## src/rtl/riscv_pkg.sv

```systemverilog
// Shared RV64 core types; M-extension op encoding plus the iterative mul/div unit's state and helpers.
package riscv_pkg;

    typedef enum logic [3:0] {
        M_NONE,
        M_MUL,
        M_MULH,
        M_MULHSU,
        M_MULHU,
        M_DIV,
        M_DIVU,
        M_REM,
        M_REMU,
        M_MULW,
        M_DIVW,
        M_DIVUW,
        M_REMW,
        M_REMUW
    } mul_op_t;

    typedef enum logic [1:0] {
        IDLE,
        ITER,
        FIX,
        DONE
    } md_state_t;

    localparam int unsigned MD_ITER_D = 64;
    localparam int unsigned MD_ITER_W = 32;
    localparam int unsigned MD_CNT_W  = 6;

    function automatic logic md_is_w(input mul_op_t op);
        return op inside {M_MULW, M_DIVW, M_DIVUW, M_REMW, M_REMUW};
    endfunction

    // Whole divide family, remainders included.
    function automatic logic md_is_div(input mul_op_t op);
        return op inside {M_DIV, M_DIVU, M_REM, M_REMU, M_DIVW, M_DIVUW, M_REMW, M_REMUW};
    endfunction

    function automatic logic md_is_rem(input mul_op_t op);
        return op inside {M_REM, M_REMU, M_REMW, M_REMUW};
    endfunction

    function automatic logic md_a_signed(input mul_op_t op);
        return op inside {M_MULH, M_MULHSU, M_DIV, M_REM, M_DIVW, M_REMW};
    endfunction

    function automatic logic md_b_signed(input mul_op_t op);
        return op inside {M_MULH, M_DIV, M_REM, M_DIVW, M_REMW};
    endfunction

    function automatic logic [63:0] md_sext32(input logic [31:0] v);
        return {{32{v[31]}}, v};
    endfunction

endpackage

```

## src/rtl/muldiv_special.sv

```systemverilog
// Divide special-case detector: divide-by-zero and signed MIN/-1 overflow, with the bypass result.
module muldiv_special
    import riscv_pkg::*;
(
    input  mul_op_t      op_i,
    input  logic [63:0]  a_i,
    input  logic [63:0]  b_i,
    output logic         special_c,
    output logic [63:0]  result_c
);

    logic is_w;
    logic b_zero;
    logic a_min;
    logic b_m1;
    logic ovf;

    always_comb begin
        is_w      = md_is_w(op_i);
        b_zero    = is_w ? (b_i[31:0] == 32'd0) : (b_i == 64'd0);
        a_min     = is_w ? (a_i[31:0] == 32'h8000_0000) : (a_i == 64'h8000_0000_0000_0000);
        b_m1      = is_w ? (b_i[31:0] == 32'hFFFF_FFFF) : (b_i == 64'hFFFF_FFFF_FFFF_FFFF);
        ovf       = md_is_div(op_i) && md_a_signed(op_i) && a_min && b_m1;
        special_c = md_is_div(op_i) && (b_zero || ovf);
        result_c  = '0;
        if (b_zero) begin
            if (md_is_rem(op_i)) result_c = is_w ? md_sext32(a_i[31:0]) : a_i;
            else                 result_c = '1;
        end else if (ovf && !md_is_rem(op_i)) begin
            result_c = is_w ? md_sext32(32'h8000_0000) : 64'h8000_0000_0000_0000;
        end
    end

endmodule

```

## src/rtl/muldiv_unit.sv

```systemverilog
// Iterative RV64 M-extension unit: radix-2 shift-add multiply and restoring divide on magnitudes,
// sign fix-up in a final cycle, result held in DONE until writeback accepts it.
module muldiv_unit
    import riscv_pkg::*;
#(
    parameter int unsigned XLEN = 64
) (
    input  logic            clk_i,
    input  logic            rst_ni,
    input  logic            valid_i,
    output logic            ready_o,
    input  mul_op_t         op_i,
    input  logic [XLEN-1:0] a_i,
    input  logic [XLEN-1:0] b_i,
    input  logic [4:0]      rd_addr_i,
    input  logic            flush_i,
    output logic            valid_o,
    input  logic            ready_i,
    output logic [XLEN-1:0] result_o,
    output logic [4:0]      rd_addr_o,
    output logic            busy_o
);

    localparam int unsigned AW = 2 * XLEN;

    md_state_t              state_q, state_d;
    logic                   accept_c;
    logic [MD_CNT_W-1:0]    cnt_q;
    logic [AW-1:0]          acc_q;
    logic [XLEN-1:0]        opb_q;
    mul_op_t                op_q;
    logic                   neg_a_q, neg_b_q;

    logic                   spec_c;
    logic [XLEN-1:0]        spec_res_c;

    muldiv_special u_special (
        .op_i      (op_i),
        .a_i       (a_i),
        .b_i       (b_i),
        .special_c (spec_c),
        .result_c  (spec_res_c)
    );

    // Operand conditioning at issue: W narrowing, sign flags and magnitudes.
    logic            is_w_c;
    logic            a_sgn_c, b_sgn_c;
    logic [XLEN-1:0] a_ext_c, b_ext_c, a_mag_c, b_mag_c;

    always_comb begin
        is_w_c = md_is_w(op_i);
        a_ext_c = a_i;
        b_ext_c = b_i;
        if (is_w_c) begin
            a_ext_c = md_a_signed(op_i) ? md_sext32(a_i[31:0]) : XLEN'(a_i[31:0]);
            b_ext_c = md_b_signed(op_i) ? md_sext32(b_i[31:0]) : XLEN'(b_i[31:0]);
        end
        a_sgn_c = md_a_signed(op_i) && a_ext_c[XLEN-1];
        b_sgn_c = md_b_signed(op_i) && b_ext_c[XLEN-1];
        a_mag_c = a_sgn_c ? -a_ext_c : a_ext_c;
        b_mag_c = b_sgn_c ? -b_ext_c : b_ext_c;
    end

    always_ff @(posedge clk_i) begin
        if (!rst_ni) state_q <= IDLE;
        else         state_q <= state_d;
    end

    always_comb begin
        state_d  = state_q;
        accept_c = 1'b0;
        case (state_q)
            IDLE: begin
                if (valid_i && ready_o && op_i != M_NONE) begin
                    accept_c = 1'b1;
                    state_d  = spec_c ? DONE : ITER;
                end
            end
            ITER:    if (cnt_q == '0) state_d = FIX;
            FIX:     state_d = DONE;
            DONE:    if (valid_o && ready_i) state_d = IDLE;
            default: state_d = IDLE;
        endcase
        if (flush_i) begin
            state_d  = IDLE;
            accept_c = 1'b0;
        end
    end

    // One iteration step: multiply adds the multiplicand on the low multiplier bit and shifts
    // right; divide shifts the dividend MSB into the partial remainder and subtracts if it fits.
    logic [XLEN:0]   mul_sum_c, div_sh_c;
    logic [XLEN-1:0] div_diff_c;
    logic            div_ge_c;
    logic [AW-1:0]   mul_step_c, div_step_c;

    always_comb begin
        mul_sum_c  = {1'b0, acc_q[AW-1:XLEN]} + (acc_q[0] ? {1'b0, opb_q} : '0);
        mul_step_c = {mul_sum_c, acc_q[XLEN-1:1]};
        div_sh_c   = {acc_q[AW-1:XLEN], acc_q[XLEN-1]};
        div_ge_c   = div_sh_c >= {1'b0, opb_q};
        div_diff_c = div_sh_c[XLEN-1:0] - opb_q;
        div_step_c = {(div_ge_c ? div_diff_c : div_sh_c[XLEN-1:0]), acc_q[XLEN-2:0], div_ge_c};
    end

    logic            neg_p_c;
    logic [AW-1:0]   prod_c;
    logic [XLEN-1:0] quo_c, rem_c, fix_res_c;

    always_comb begin
        neg_p_c   = neg_a_q ^ neg_b_q;
        prod_c    = neg_p_c ? -acc_q : acc_q;
        quo_c     = neg_p_c ? -acc_q[XLEN-1:0] : acc_q[XLEN-1:0];
        rem_c     = neg_a_q ? -acc_q[AW-1:XLEN] : acc_q[AW-1:XLEN];
        fix_res_c = '0;
        case (op_q)
            M_MUL:                     fix_res_c = prod_c[XLEN-1:0];
            M_MULH, M_MULHSU, M_MULHU: fix_res_c = prod_c[AW-1:XLEN];
            M_MULW:                    fix_res_c = md_sext32(acc_q[63:32]);
            M_DIV, M_DIVU:             fix_res_c = quo_c;
            M_REM, M_REMU:             fix_res_c = rem_c;
            M_DIVW, M_DIVUW:           fix_res_c = md_sext32(quo_c[31:0]);
            M_REMW, M_REMUW:           fix_res_c = md_sext32(rem_c[31:0]);
            default:                   fix_res_c = '0;
        endcase
    end

    always_ff @(posedge clk_i) begin
        if (!rst_ni) begin
            valid_o   <= 1'b0;
            busy_o    <= 1'b0;
            ready_o   <= 1'b1;
            result_o  <= '0;
            rd_addr_o <= '0;
            cnt_q     <= '0;
            acc_q     <= '0;
            opb_q     <= '0;
            op_q      <= M_NONE;
            neg_a_q   <= 1'b0;
            neg_b_q   <= 1'b0;
        end else begin
            valid_o <= (state_d == DONE);
            busy_o  <= (state_d != IDLE);
            ready_o <= (state_d == IDLE);
            if (accept_c) begin
                op_q      <= op_i;
                neg_a_q   <= a_sgn_c;
                neg_b_q   <= b_sgn_c;
                rd_addr_o <= rd_addr_i;
                cnt_q     <= is_w_c ? MD_CNT_W'(MD_ITER_W - 1) : MD_CNT_W'(MD_ITER_D - 1);
                if (md_is_div(op_i)) begin
                    opb_q <= b_mag_c;
                    acc_q <= {XLEN'(0), (is_w_c ? {a_mag_c[31:0], 32'd0} : a_mag_c)};
                end else begin
                    opb_q <= a_mag_c;
                    acc_q <= {XLEN'(0), b_mag_c};
                end
                if (spec_c) result_o <= spec_res_c;
            end else if (state_q == ITER) begin
                cnt_q <= cnt_q - 1'b1;
                acc_q <= md_is_div(op_q) ? div_step_c : mul_step_c;
            end else if (state_q == FIX) begin
                result_o <= fix_res_c;
            end
        end
    end

endmodule
```

## config.mk

```make
export PLATFORM = sky130hd
export DESIGN_NAME = muldiv_unit
export DESIGN_NICKNAME = d
export VERILOG_FILES = /design/src/rtl/riscv_pkg.sv /design/src/rtl/muldiv_special.sv /design/src/rtl/muldiv_unit.sv
export SDC_FILE = /design/constraint.sdc
export NUM_CORES = 2
export LEC_CHECK = 0
export BUFFER_PORTS_ARGS = -buffer_cell sky130_fd_sc_hd__buf_2
export CORE_UTILIZATION = 47
export DETAILED_ROUTE_END_ITERATION = 10
export PLACE_DENSITY = 0.74
export SKIP_LAST_GASP = 1
export SLEW_MARGIN = 20
export SYNTH_ARGS = -nofsm -noshare
export SYNTH_HDL_FRONTEND = slang
export SYNTH_SLANG_ARGS = --single-unit
```

## constraint.sdc

```tcl
create_clock -name clk_i -period 6.3 [get_ports clk_i]
set_input_delay 0.945 -clock clk_i [delete_from_list [all_inputs] [get_ports clk_i]]
set_output_delay 0.945 -clock clk_i [all_outputs]
set_load 0.02 [all_outputs]
```

; Word level (Yosys, flattened, before mapping)
; Cells that the tools add are included.
[classes]
magnitude_cmp = 1
mux = 42
eq_ne = 34
add_sub_neg = 8
n_reduce_logical = 33
bitwise_logic = 1
[ops]
columns = operator, count
row1 = 2-to-1 mux 64 bit, 21
row2 = 2-to-1 mux 128 bit, 4
row3 = one-hot mux 64 bit (7 select lines), 1
row4 = negator 64 bit, 4
row5 = "equality test 64 bit, second input constant", 2
row6 = negator 128 bit, 1
row7 = adder 64 x 64 -> 65 bit, 1
row8 = >= comparator 65 x 64 -> 1 bit, 1
row9 = "equality test 32 bit, second input constant", 2
row10 = zero test 64 bit, 1
row11 = subtractor 64 bit, 1
row12 = 2-to-1 mux 63 bit, 1
row13 = "equality test 4 bit, second input constant", 12
row14 = zero test 32 bit, 1
row15 = "equality test 4 x 3 -> 1 bit, second input constant", 7
row16 = 2-to-1 mux 6 bit, 3
row17 = "equality test 4 x 2 -> 1 bit, second input constant", 4
row18 = nonzero test 8 bit, 2
row19 = logical AND 1 bit, 10
row20 = 2-to-1 mux 2 bit, 5
row21 = nonzero test 5 bit, 2
row22 = one-hot mux 2 bit (4 select lines), 1
row23 = nonzero test 4 bit, 2
row24 = OR reduction 2 bit, 4
row25 = 16 further kinds, 26
[totals]
out_inout_bits = 72
regBits = 278

; Depth between registers and ports, before layout
[depth]
ltp_word = 12
ltp_mapped = 17

; Hierarchy
; A second synthesis with hierarchy kept.
[hier_totals]
cells_unflattened = 4786
hier_area_um2 = 31596.6
[modules_own_cells]
columns = mod, area_per_inst_um2, n_inst, seq_area_each_um2, cells_each
row1 = muldiv_unit, 30163.9, 1, 5565.3, 4546
row2 = muldiv_special, 1432.6, 1, 0.0, 240

; Worst setup path after synthesis
; OpenSTA, ideal clock, no wires.
[synth_path]
kind = input -> register
from = input b_i[12]
to = register result_o[48]
t_arrival_ns = 3.853
setup_time_ns = 0.123
stages = 13
path_buffers = 3
path_slack_ns = 2.324
path_cell_list = or4_4 > or4_4 > or4_4 > nor2b_2 > nand2b_1 > buf_4 > a211oi_2 > nor2_1 > or2_1 > buf_2 > buf_2 > a2111oi_4 > nor2_1
[synth_between]
elab_chain_cells = 8
elab_cells_between_ends = 16
classes_between = eq/ne: 3 / mux: 6 / reduce/logical: 7
[synth_rtl]
columns = element, line
row1 = start: declaration, muldiv_unit.sv:14  ; input logic [XLEN-1:0] b_i,
row2 = equality test 64 bit / equality test 32 bit (equally long branches), muldiv_special.sv:22  ; b_m1 = is_w ? (b_i[31:0] == 32'hFFFF_FFFF) : (b_i == 64'hFFFF_FFFF_FFFF_FFFF);
row3 = 2-to-1 mux 1 bit, muldiv_special.sv:22
row4 = logical AND 1 bit, muldiv_special.sv:23  ; ovf = md_is_div(op_i) && md_a_signed(op_i) && a_min && b_m1;
row5 = logical AND 1 bit, muldiv_special.sv:29  ; end else if (ovf && !md_is_rem(op_i)) begin
row6 = 2-to-1 mux 64 bit, muldiv_special.sv:29
row7 = 2-to-1 mux 64 bit, muldiv_special.sv:26  ; if (b_zero) begin
row8 = 2-to-1 mux 64 bit, muldiv_unit.sv:158  ; if (spec_c) result_o <= spec_res_c;
row9 = 2-to-1 mux 64 bit, muldiv_unit.sv:145  ; if (accept_c) begin
row10 = end signal: assignment, muldiv_unit.sv:158
row11 = end signal: assignment, muldiv_unit.sv:163  ; result_o <= fix_res_c;
row12 = end: declaration, muldiv_unit.sv:19  ; output logic [XLEN-1:0] result_o,
; Several ways; a longest one is shown, not always the timed one. The select of a mux whose other input is x is not followed.
; A chain may end at the register's enable or synchronous reset.

; Final worst setup path
[layout_path]
from = register acc_q[0]
to = register acc_q[126]
[layout_between]
elab_chain_cells = 5
[layout_rtl]
columns = element, line
row1 = start: declaration, muldiv_unit.sv:29  ; logic [AW-1:0] acc_q;
row2 = start signal: assignment, muldiv_unit.sv:153  ; acc_q <= {XLEN'(0), (is_w_c ? {a_mag_c[31:0], 32'd0} : a_mag_c)};
row3 = start signal: assignment, muldiv_unit.sv:156  ; acc_q <= {XLEN'(0), b_mag_c};
row4 = start signal: assignment, muldiv_unit.sv:161  ; acc_q <= md_is_div(op_q) ? div_step_c : mul_step_c;
row5 = 2-to-1 mux 64 bit, muldiv_unit.sv:98  ; mul_sum_c = {1'b0, acc_q[AW-1:XLEN]} + (acc_q[0] ? {1'b0, opb_q} : '0);
row6 = adder 64 x 64 -> 65 bit, muldiv_unit.sv:98
row7 = 2-to-1 mux 128 bit, muldiv_unit.sv:161
row8 = 2-to-1 mux 128 bit, muldiv_unit.sv:159  ; end else if (state_q == ITER) begin
row9 = 2-to-1 mux 128 bit, muldiv_unit.sv:145
; Every way passes these cells. The select of a mux whose other input is x is not followed.

==> reports/results.ini <==
[logic_synthesis]
synth_cell_types=104
yosysMostFrequentCell=a21oi_1
ys_async_sr_fraction_pct=0
synth_area_mm2=0.0314
ys_seq_elements=278
synth_ff_type=dfxtp_1
syn_avg_cell_area_um2=6.57
ys_top_cells_by_count=587 x a21oi_1, 586 x nand2_1, 505 x o21ai_0
synth_cells=4784
yosysWarningCount=0
yosysTopAreaCell=dfxtp_1
synthTopCellsByArea=dfxtp_1 18%, a21oi_1 9.4%, o21ai_0 8.0%
synth-edff-count=0
syn_nets=5063
yosysTopAreaCellShare_pct=17.7
yosysSeqAreaShare_pct=17.7

[grt]
grt_max_degree=124
grt_pass1_vias=33659
overflow=0
grt_antenna_before_repair=3
grt_pass1_wl_um=214000
track_usage_pct=41.4

[min_path]
hold_path.class=flip-flop to flip-flop
min_from=opb_q[23]

[clock_network]
cts-root-buf=clkbuf_16
holdBufCountCts=0
clk_transition_reported_paths_ns=0.07
cts_made_buffers=35
postCtsSetupBuffers=0
clockBufferDepth=3
cts_tree=yes
clock_latency_ns=0.59
cts.sinks=278
htree_levels=2
post_cts_resized=0

[timing]
rsz0062_at_grt=false
worst_clock_skew_ns=0.0324
finalHoldViolCount=0
drv_slew=0
hold-worst-slack_ns=0.453
tightest_slew_ns=1.10
finalSetupTns_ns=0
finalSetupViolCount=0
fmax_mhz=196
relSlewSlack_pct=26.4
fin_crit_sh_pct=81.0
finalCriticalPeriod_ns=5.10
layout_setup_ws_ns=1.20

[route]
highest_layer=met4
wire_per_inst_um=26.3
first_pass_iters=10
vias=38192
wl_met2_um=59800
drc=0
vias_per_cell=6.83
ant_nets=0
drt-met1-wl_um=57000
wirelength_um=147000
drt_iter0_markers=5649
dr_wl_met3_um=19200

[die]
rows=94
die_w_um=261
core_mm2=0.0660
die_y_um=261
start_util_pct=47.6
io_pins=214
die_area_mm2=0.0679

[placement]
dpl.hpwl_um=112000
place_congestion=1.05
place_ws_ns=1.26
io_buffers=213

[setup_path]
timing.rr.start=acc_q[0]
startpoint=acc_q[0]
worstSetupStartpointType=flip-flop
worstPathRequired_ns=6.76
crit_fanout=38
critical_path_arrival_ns=5.56
path_class=flip-flop to flip-flop
endpoint_kind=flip-flop

[job]
max_cap_violations=0

[layout]
area_growth_pct=8.40
seq_area_mm2=0.00557
layout-drive-gt1-share_pct=9.04
multi_input_area_mm2=0.0239
nets=4976
fillers=6689

[run_status]
status=complete, no violations

[pwr]
pwr_density_cell_mw_per_mm2=197
vdd_drop_max_mv=0.151
p_leak_nw=13.3

## worst max-delay path, cell delays in order, from the launching register on
cell       delay [ns]
dfxtp_1          0.41
inv_2            0.61
nor2_1           0.15
ha_1             0.43
nand2_1          0.13
o21ai_0          0.23
a211oi_1         0.12
o311ai_0         0.71
a2111oi_0        0.29
a2111oi_0        0.76
buf_4            0.23
nor2_1           0.09
o21ai_0          0.28
xnor2_1          0.16
nand2_1          0.07
a22o_1           0.22
## layout by cell type, fill, tap and decap left out, types with 73 or more instances in the layout
master,netlist,layout
a21oi_1,587,586
nand2_1,586,585
o21ai_0,505,503
nor2_1,487,483
dfxtp_1,278,277
buf_2,16,213
xnor2_1,189,188
xor2_1,146,145
ha_1,135,135
inv_1,122,121
nor3_1,114,112
a31oi_1,88,87
nand3_1,84,83
buf_4,6,73
## cell type report
| cell class | instances | area share (%) |
|---|---|---|
| Clock buffer | 47 | 2.91 |
| Timing Repair Buffer | 290 | 4.98 |
| Inverter | 123 | 1.36 |
| Tap cell | 864 | 3.17 |
| Antenna cell | 3 | 0.0220 |
| Clock inverter | 17 | 0.911 |
| Sequential cell | 278 | 16.3 |
| Multi-Input combinational cell | 3969 | 70.3 |
## logic make-up (layout without fill, tap and decap cells)
logic type / count (synthesis) / in the layout / share of synthesized area (%)
flip-flops: 278 / 278 / 17.7
adder cells (fa/ha/maj): 137 / 137 / 5.51
multiplexers: 23 / 23 / 0.737
other: 0 / 3 / 0
buffers and inverters: 537 / 477 / 6.63
AO/OA/AOI/OAI: 1810 / 1810 / 35.3
XOR/XNOR: 335 / 335 / 9.34
AND/OR/NAND/NOR: 1664 / 1664 / 24.7
## flip-flops by register name, indices dropped and copies added, names as in the netlist
| signal | cells |
|---|---|
| acc_q | 128 |
| opb_q | 64 |
| result_o | 64 |
| cnt_q | 6 |
| rd_addr_o | 5 |
| op_q | 4 |
| state_q | 2 |
| busy_o | 1 |
| neg_a_q | 1 |
| neg_b_q | 1 |
| ready_o | 1 |
| valid_o | 1 |
## per-stage QoR
step | cell area [um2] | power (mW) | utilization [%] | instances
final | 34000 | 6.71 | 51.6 | 5591
after global routing | 34000 | 6.88 | 51.6 | 5588
after CTS | 34000 | 6.58 | 51.6 | 5588
after detailed placement | 32700 | 4.27 | 49.6 | 5524
after global placement | 32700 | 4.26 | 49.6 | 5524
after floorplan | 31400 | 3.48 | - | 4784
## power by group
part | internal [mW] | switching (mW)
Combinational | 0.735 | 1.62
Clock | 1.44 | 0.910
Sequential | 1.84 | 0.164
## routing by layer
layer	up-vias	global-route usage, %
li1	17319	-
met1	17747	54.4
met2	2634	60.0
met3	492	10.7
met4	0	25.7
met5	-	0
## final timing paths
path / depth (start not counted) / slack, ns / endpoint
max: 15 / 1.20 / acc_q[126]
min: 2 / 0.45 / opb_q[23]
max reg2reg: 15 / 1.20 / acc_q[126]
min reg2reg: 2 / 0.45 / opb_q[23]
No activity file was read; power rests on OpenSTA's default activity.
